`src/rtl/bldcm_pwm_generator_pkg.sv`:
```
// ---------------------------------------------------------------------------
// bldcm_pwm_generator_pkg
// Shared constants and types for the BLDC half-bridge PWM carrier generator.
//   state_e      : FSM encoding (IDLE=0, RUN=1, FAULT=2)
//   RESET_PERIOD : period held in the active/pending buffers after reset
//   MIN_PERIOD   : smallest effective period; shorter requests are clamped
// ---------------------------------------------------------------------------
package bldcm_pwm_generator_pkg;

  typedef enum logic [1:0] {
    ST_IDLE  = 2'd0,
    ST_RUN   = 2'd1,
    ST_FAULT = 2'd2
  } state_e;

  localparam int RESET_PERIOD = 2;
  localparam int MIN_PERIOD   = 2;

endpackage

```
`src/rtl/bldcm_pwm_generator_if.sv`:
```
// ---------------------------------------------------------------------------
// bldcm_pwm_generator_if
// Period/duty update channel of the PWM generator.
//   period, duty : requested period and high-side on-time (clocks)
//   update       : one-cycle strobe that captures period/duty as pending
//   update_ack   : one-cycle pulse when pending values become active
// master drives the request side, slave owns the shadow buffers.
// ---------------------------------------------------------------------------
interface bldcm_pwm_generator_if #(
  parameter int pWidthCnt = 10
);

  logic [pWidthCnt-1:0] period;
  logic [pWidthCnt-1:0] duty;
  logic                 update;
  logic                 update_ack;

  modport master (output period, output duty, output update, input update_ack);
  modport slave  (input period, input duty, input update, output update_ack);

endinterface

```
`src/rtl/bldcm_pwm_shadow_reg.sv`:
```
// ---------------------------------------------------------------------------
// bldcm_pwm_shadow_reg
// Double buffer for PWM period and duty.
//   iClock, iReset_n : clock, synchronous active-low reset
//   load             : direct load of bus.period/bus.duty into active (run entry)
//   boundary         : last clock of a period that continues into another period
//   bus (slave)      : update request channel; update_ack is registered here
//   act_period/duty  : values of the period in progress
//   nxt_period/duty  : values that will be active after the coming edge
// ---------------------------------------------------------------------------
module bldcm_pwm_shadow_reg
  import bldcm_pwm_generator_pkg::*;
#(
  parameter int pWidthCnt = 10
) (
  input  logic                  iClock,
  input  logic                  iReset_n,
  input  logic                  load,
  input  logic                  boundary,
  bldcm_pwm_generator_if.slave  bus,
  output logic [pWidthCnt-1:0]  act_period,
  output logic [pWidthCnt-1:0]  act_duty,
  output logic [pWidthCnt-1:0]  nxt_period,
  output logic [pWidthCnt-1:0]  nxt_duty
);

  logic [pWidthCnt-1:0] act_period_r;
  logic [pWidthCnt-1:0] act_duty_r;
  logic [pWidthCnt-1:0] pend_period_r;
  logic [pWidthCnt-1:0] pend_duty_r;
  logic                 pend_r;
  logic                 ack_r;
  logic                 apply_s;

  // A pending set must already be present before the boundary edge; a strobe
  // in the boundary cycle itself waits for the following boundary.
  assign apply_s = boundary && pend_r;

  // Select the values active after the next edge.
  always_comb begin
    nxt_period = act_period_r;
    nxt_duty   = act_duty_r;
    if (load) begin
      nxt_period = bus.period;
      nxt_duty   = bus.duty;
    end else if (apply_s) begin
      nxt_period = pend_period_r;
      nxt_duty   = pend_duty_r;
    end else begin
      nxt_period = act_period_r;
      nxt_duty   = act_duty_r;
    end
  end

  // Active/pending buffers, pending flag and acknowledge pulse.
  always_ff @(posedge iClock) begin
    if (!iReset_n) begin
      act_period_r  <= pWidthCnt'(RESET_PERIOD);
      act_duty_r    <= {pWidthCnt{1'b0}};
      pend_period_r <= pWidthCnt'(RESET_PERIOD);
      pend_duty_r   <= {pWidthCnt{1'b0}};
      pend_r        <= 1'b0;
      ack_r         <= 1'b0;
    end else begin
      act_period_r <= nxt_period;
      act_duty_r   <= nxt_duty;
      ack_r        <= apply_s && !load;
      if (load) begin
        pend_r <= 1'b0;
      end else if (bus.update) begin
        pend_period_r <= bus.period;
        pend_duty_r   <= bus.duty;
        pend_r        <= 1'b1;
      end else if (apply_s) begin
        pend_r <= 1'b0;
      end
    end
  end

  assign act_period     = act_period_r;
  assign act_duty       = act_duty_r;
  assign bus.update_ack = ack_r;

endmodule

```
`src/rtl/bldcm_pwm_generator.sv`:
```
// ---------------------------------------------------------------------------
// bldcm_pwm_generator
// Edge-aligned PWM carrier for one BLDC half-bridge with complementary gate
// requests, double-buffered period/duty and a latched fault.
//   iClock, iReset_n    : clock, synchronous active-low reset
//   iEnable, iFault     : run request level, fault level (latched)
//   iPeriod, iDuty      : requested period / high-side on-time in clocks
//   iUpdate             : strobe capturing iPeriod/iDuty as pending values
//   oPwmH, oPwmL        : registered high-/low-side gate requests
//   oCycleStart         : pulse on the first clock of every period
//   oUpdateAck          : pulse when pending values become active
//   oFaulted            : high while in FAULT
// ---------------------------------------------------------------------------
module bldcm_pwm_generator
  import bldcm_pwm_generator_pkg::*;
#(
  parameter int pWidthCnt = 10
) (
  input  logic                 iClock,
  input  logic                 iReset_n,
  input  logic                 iEnable,
  input  logic                 iFault,
  input  logic [pWidthCnt-1:0] iPeriod,
  input  logic [pWidthCnt-1:0] iDuty,
  input  logic                 iUpdate,
  output logic                 oPwmH,
  output logic                 oPwmL,
  output logic                 oCycleStart,
  output logic                 oUpdateAck,
  output logic                 oFaulted
);

  state_e               state_r;
  state_e               state_nxt_s;
  logic [pWidthCnt-1:0] cnt_r;
  logic [pWidthCnt-1:0] cnt_nxt_s;
  logic [pWidthCnt-1:0] act_period_s;
  logic [pWidthCnt-1:0] act_duty_s;
  logic [pWidthCnt-1:0] nxt_period_s;
  logic [pWidthCnt-1:0] nxt_duty_s;
  logic [pWidthCnt-1:0] eff_period_s;
  logic                 at_end_s;
  logic                 load_s;
  logic                 boundary_s;
  logic                 pwm_h_nxt_s;
  logic                 pwm_l_nxt_s;
  logic                 cycle_start_nxt_s;
  logic                 faulted_nxt_s;
  logic                 pwm_h_r;
  logic                 pwm_l_r;
  logic                 cycle_start_r;
  logic                 faulted_r;

  bldcm_pwm_generator_if #(.pWidthCnt(pWidthCnt)) shadow_bus ();

  assign shadow_bus.period = iPeriod;
  assign shadow_bus.duty   = iDuty;
  assign shadow_bus.update = iUpdate;

  bldcm_pwm_shadow_reg #(.pWidthCnt(pWidthCnt)) u_shadow (
    .iClock     (iClock),
    .iReset_n   (iReset_n),
    .load       (load_s),
    .boundary   (boundary_s),
    .bus        (shadow_bus),
    .act_period (act_period_s),
    .act_duty   (act_duty_s),
    .nxt_period (nxt_period_s),
    .nxt_duty   (nxt_duty_s)
  );

  // act_duty_s is unused here: the output compare always looks at the duty
  // that will be active after the edge so a new period starts with new values.
  assign eff_period_s = (act_period_s < pWidthCnt'(MIN_PERIOD)) ? pWidthCnt'(MIN_PERIOD)
                                                                : act_period_s;
  // >= rather than == so a corrupted counter still wraps at the period end.
  assign at_end_s   = (cnt_r >= (eff_period_s - pWidthCnt'(1)));
  assign load_s     = (state_r == ST_IDLE) && (state_nxt_s == ST_RUN);
  // Disable or fault in the last clock abandons the period: no boundary.
  assign boundary_s = (state_r == ST_RUN) && (state_nxt_s == ST_RUN) && at_end_s;

  // State register.
  always_ff @(posedge iClock) begin
    if (!iReset_n) begin
      state_r <= ST_IDLE;
    end else begin
      state_r <= state_nxt_s;
    end
  end

  // Next-state logic; fault has priority over disable.
  always_comb begin
    state_nxt_s = state_r;
    case (state_r)
      ST_IDLE: begin
        if (iFault) begin
          state_nxt_s = ST_FAULT;
        end else if (iEnable) begin
          state_nxt_s = ST_RUN;
        end else begin
          state_nxt_s = ST_IDLE;
        end
      end
      ST_RUN: begin
        if (iFault) begin
          state_nxt_s = ST_FAULT;
        end else if (!iEnable) begin
          state_nxt_s = ST_IDLE;
        end else begin
          state_nxt_s = ST_RUN;
        end
      end
      ST_FAULT: begin
        if (!iEnable && !iFault) begin
          state_nxt_s = ST_IDLE;
        end else begin
          state_nxt_s = ST_FAULT;
        end
      end
      default: state_nxt_s = ST_IDLE;
    endcase
  end

  // Next counter and output values, registered together below.
  always_comb begin
    cnt_nxt_s = {pWidthCnt{1'b0}};
    if ((state_r == ST_RUN) && (state_nxt_s == ST_RUN) && !at_end_s) begin
      cnt_nxt_s = cnt_r + pWidthCnt'(1);
    end else begin
      cnt_nxt_s = {pWidthCnt{1'b0}};
    end
    if (state_nxt_s == ST_RUN) begin
      pwm_h_nxt_s = (cnt_nxt_s < nxt_duty_s);
      pwm_l_nxt_s = !(cnt_nxt_s < nxt_duty_s);
    end else begin
      pwm_h_nxt_s = 1'b0;
      pwm_l_nxt_s = 1'b0;
    end
    cycle_start_nxt_s = load_s || boundary_s;
    faulted_nxt_s     = (state_nxt_s == ST_FAULT);
  end

  // Counter and output registers.
  always_ff @(posedge iClock) begin
    if (!iReset_n) begin
      cnt_r         <= {pWidthCnt{1'b0}};
      pwm_h_r       <= 1'b0;
      pwm_l_r       <= 1'b0;
      cycle_start_r <= 1'b0;
      faulted_r     <= 1'b0;
    end else begin
      cnt_r         <= cnt_nxt_s;
      pwm_h_r       <= pwm_h_nxt_s;
      pwm_l_r       <= pwm_l_nxt_s;
      cycle_start_r <= cycle_start_nxt_s;
      faulted_r     <= faulted_nxt_s;
    end
  end

  assign oPwmH       = pwm_h_r;
  assign oPwmL       = pwm_l_r;
  assign oCycleStart = cycle_start_r;
  assign oUpdateAck  = shadow_bus.update_ack;
  assign oFaulted    = faulted_r;

endmodule

```
`config.mk`:
```
export PLATFORM = sky130hd
export DESIGN_NAME = bldcm_pwm_generator
export DESIGN_NICKNAME = d
export VERILOG_FILES = /design/src/rtl/bldcm_pwm_generator_pkg.sv /design/src/rtl/bldcm_pwm_generator_if.sv /design/src/rtl/bldcm_pwm_shadow_reg.sv /design/src/rtl/bldcm_pwm_generator.sv
export SDC_FILE = /design/constraint.sdc
export NUM_CORES = 1
export LEC_CHECK = 0
export CORE_ASPECT_RATIO = 0.8
export CORE_MARGIN = 8
export CORE_UTILIZATION = 60
export CTS_BUF_LIST = sky130_fd_sc_hd__clkbuf_2
export CTS_CLUSTER_SIZE = 24
export DETAILED_ROUTE_END_ITERATION = 12
export MAX_ROUTING_LAYER = met4
export PLACE_DENSITY = 0.83
export SYNTH_ARGS = -nofsm -noshare
export SYNTH_HDL_FRONTEND = slang
export SYNTH_HIERARCHICAL = 1
export SYNTH_SLANG_ARGS = --single-unit
```
`constraint.sdc`:
```
create_clock -name iClock -period 6.8 [get_ports iClock]
set_input_delay 1.36 -clock iClock [delete_from_list [all_inputs] [get_ports iClock]]
set_output_delay 1.36 -clock iClock [all_outputs]
set_load 0.03 [all_outputs]
```
==> results.py <==
metrics = {
    "floorplanning": {
        "start_util": 0.627,
        "die-area_mm2": 0.00785,
        "fp.coreArea_mm2": 0.00504,
        "rows": 23,
        "die_w_um": 97.1,
        "num_io_pins": 30,
        "die_h_um": 80.9,
    },
    "finish": {
        "final_cell_mix": "nand2_1 (62), dfxtp_1 (58), a21oi_1 (32)",
        "syn_to_final_growth_pct": 12.4,
        "layout-drive-gt1-share": 0.104,
        "diodes": 0,
        "final_util": 0.704,
        "fin_area_mm2": 0.00355,
        "final_common_cell": "nand2_1",
        "fin_cells": 458,
        "nNetsFinal": 437,
        "nFillCells": 395,
    },
    "sta": {
        "drv_slew": 0,
        "setup_ws_ns": 0.536,
        "tns_ns": 0,
        "worst_pin_slew_ns": 1.02,
        "grt_setup_unrepaired": "false",
        "finalSetupViolCount": 0,
        "finClkSkew_ns": 0.0151,
        "max_freq_mhz": 160,
        "period_share": 0.921,
        "relSlewSlack": 0.320,
        "finalHoldViolCount": 0,
        "fin_hold_ws_ns": 0.476,
        "fin_crit_ns": 6.26,
    },
    "global_routing": {
        "grt_pass1_wl_um": 11700,
        "grt_antenna_before_repair": 0,
        "gr-total-overflow": 0,
        "first_global_vias": 2589,
        "grt_usage": 0.188,
        "grt_max_degree": 45,
    },
    "drt": {
        "routed_wl_um": 6890,
        "vias_per_cell": 5.73,
        "drc": 0,
        "vias": 2625,
        "drt_iter0_markers": 105,
        "drt_first_pass_iters": 4,
        "wl_per_cell_um": 15.1,
        "antenna_left": 0,
    },
    "hold_path": {
        "hold_path.class": "reg -> reg",
        "min_to": "u_shadow/pend_duty_r[6]",
        "min-delay-start": "u_shadow/pend_duty_r[6]",
        "holdPathStages": 2,
    },
    "setup_path": {
        "worst-path-max-fanout": 21,
        "worst_path_max_delay_cell": "or4_1",
        "crit_path_start_kind": "flop",
        "worstSetupEndpointType": "flop",
        "rr_worst_depth": 23,
        "slowest_delay_ns": 0.54,
        "path_cells": "or4_1 > or3_4 > o41ai_1 > ha_1 > nor3b_1 > nand2b_1 > nor4_1 > xnor2_1 > ha_1 > nand4_1 > o311ai_0 > nor2_1 > nor2_1 > nand2_2 > mux2i_1 > o21ai_1 > inv_1 > ha_1 > nand4_1 > nor2_1 > nand2_1 > a2111oi_0 > o2bb2ai_1",
        "crit_arrival_ns": 6.70,
        "r2r_start": "u_shadow/act_period[7]",
        "reg2reg_slack_ns": 0.54,
        "cp_data_required_time_ns": 7.24,
        "timing.rr.end": "oPwmL",
        "worstSetupPathType": "reg -> reg",
        "startpoint": "u_shadow/act_period[7]",
    },
    "place": {
        "hpwl_um": 5020,
        "gp_congestion": 0.955,
        "place_inst": 442,
        "preCtsSetupSlack_ns": 0.626,
        "placed_area_mm2": 0.00339,
        "portBuffers": 29,
    },
    "power_and_ir_drop": {
        "p_leak_nw": 1.49,
        "peakVddDrop_uv": 164,
        "total_power_uw": 767,
        "p_per_area_mw_per_mm2": 216,
    },
    "clock_network": {
        "hold_buffers": 0,
        "cts_resized": 0,
        "cts_num_sinks": 58,
        "numCtsBuffers": 9,
        "cts_tree": "done",
        "cts-htree-levels": 3,
        "cts_buffer_depth": 2,
        "post_cts_buffers": 0,
        "path_clk_slew_ns": 0.17,
        "clock_latency_ns": 0.49,
        "root_buffer": "clkbuf_2",
    },
    "flow_run": {
        "maxCapViolations": 0,
    },
    "status": {
        "status": "completed",
    },
    "yosys": {
        "syn_area_mm2": 0.00316,
        "avgSynthCellArea_um2": 8.55,
        "synthCells": 369,
        "yosys_warnings": 6,
        "syn_nets": 415,
    },
}
worst max path at each step:
stage               depth (start not counted)  slack, ns  endpoint
CTS                                        23       0.56     oPwmL
global route                               23       0.05     oPwmL
global placement                           23       1.02     oPwmL
detailed placement                         23       0.63     oPwmL
finish                                     23       0.54     oPwmL
floorplan                                  24       1.59     oPwmL
cell type report:
type                       count  area [µm²]  area share
clock inverter                 7         108      0.0303
tap                           62        77.6      0.0219
inverter                      16        60.1      0.0169
timing repair buffer          30         298      0.0840
sequential                    58        1160       0.327
multi-input combinational    276        1800       0.507
clock buffer                   9        45.0      0.0127
where the power goes:
part / internal [mW] / switching (mW)
combinational: 0.0516 / 0.0622
clock: 0.155 / 0.129
sequential: 0.357 / 0.0110
total: 0.564 / 0.203
worst max-delay path: cells and delay by family (launching register included):
kind / cells / cell delay (ns)
flip-flops: 1 / 0.38
AND/OR/NAND/NOR: 12 / 2.87
multiplexers: 1 / 0.25
XOR/XNOR: 1 / 0.13
buffers and inverters: 1 / 0.05
adder cells (fa/ha/maj): 3 / 0.93
AO/OA/AOI/OAI: 5 / 1.58
sequential cells by signal (all words and copies together), names as in the netlist:
| signal | cells |
|---|---|
| cnt_r | 10 |
| u_shadow/act_duty | 10 |
| u_shadow/act_period | 10 |
| u_shadow/pend_duty_r | 10 |
| u_shadow/pend_period_r | 10 |
| state_r | 2 |
| oCycleStart | 1 |
| oFaulted | 1 |
| oPwmH | 1 |
| oPwmL | 1 |
| u_shadow/bus.update_ack | 1 |
| u_shadow/pend_r | 1 |
layer usage:
layer | global-route usage | routed length (µm)
met1 | 0.205 | 3090
met2 | 0.310 | 3370
met3 | 0.0661 | 328
met4 | 0.0796 | 104
met5 | - | 0
Note: power is estimated with default switching activity, not from simulation.
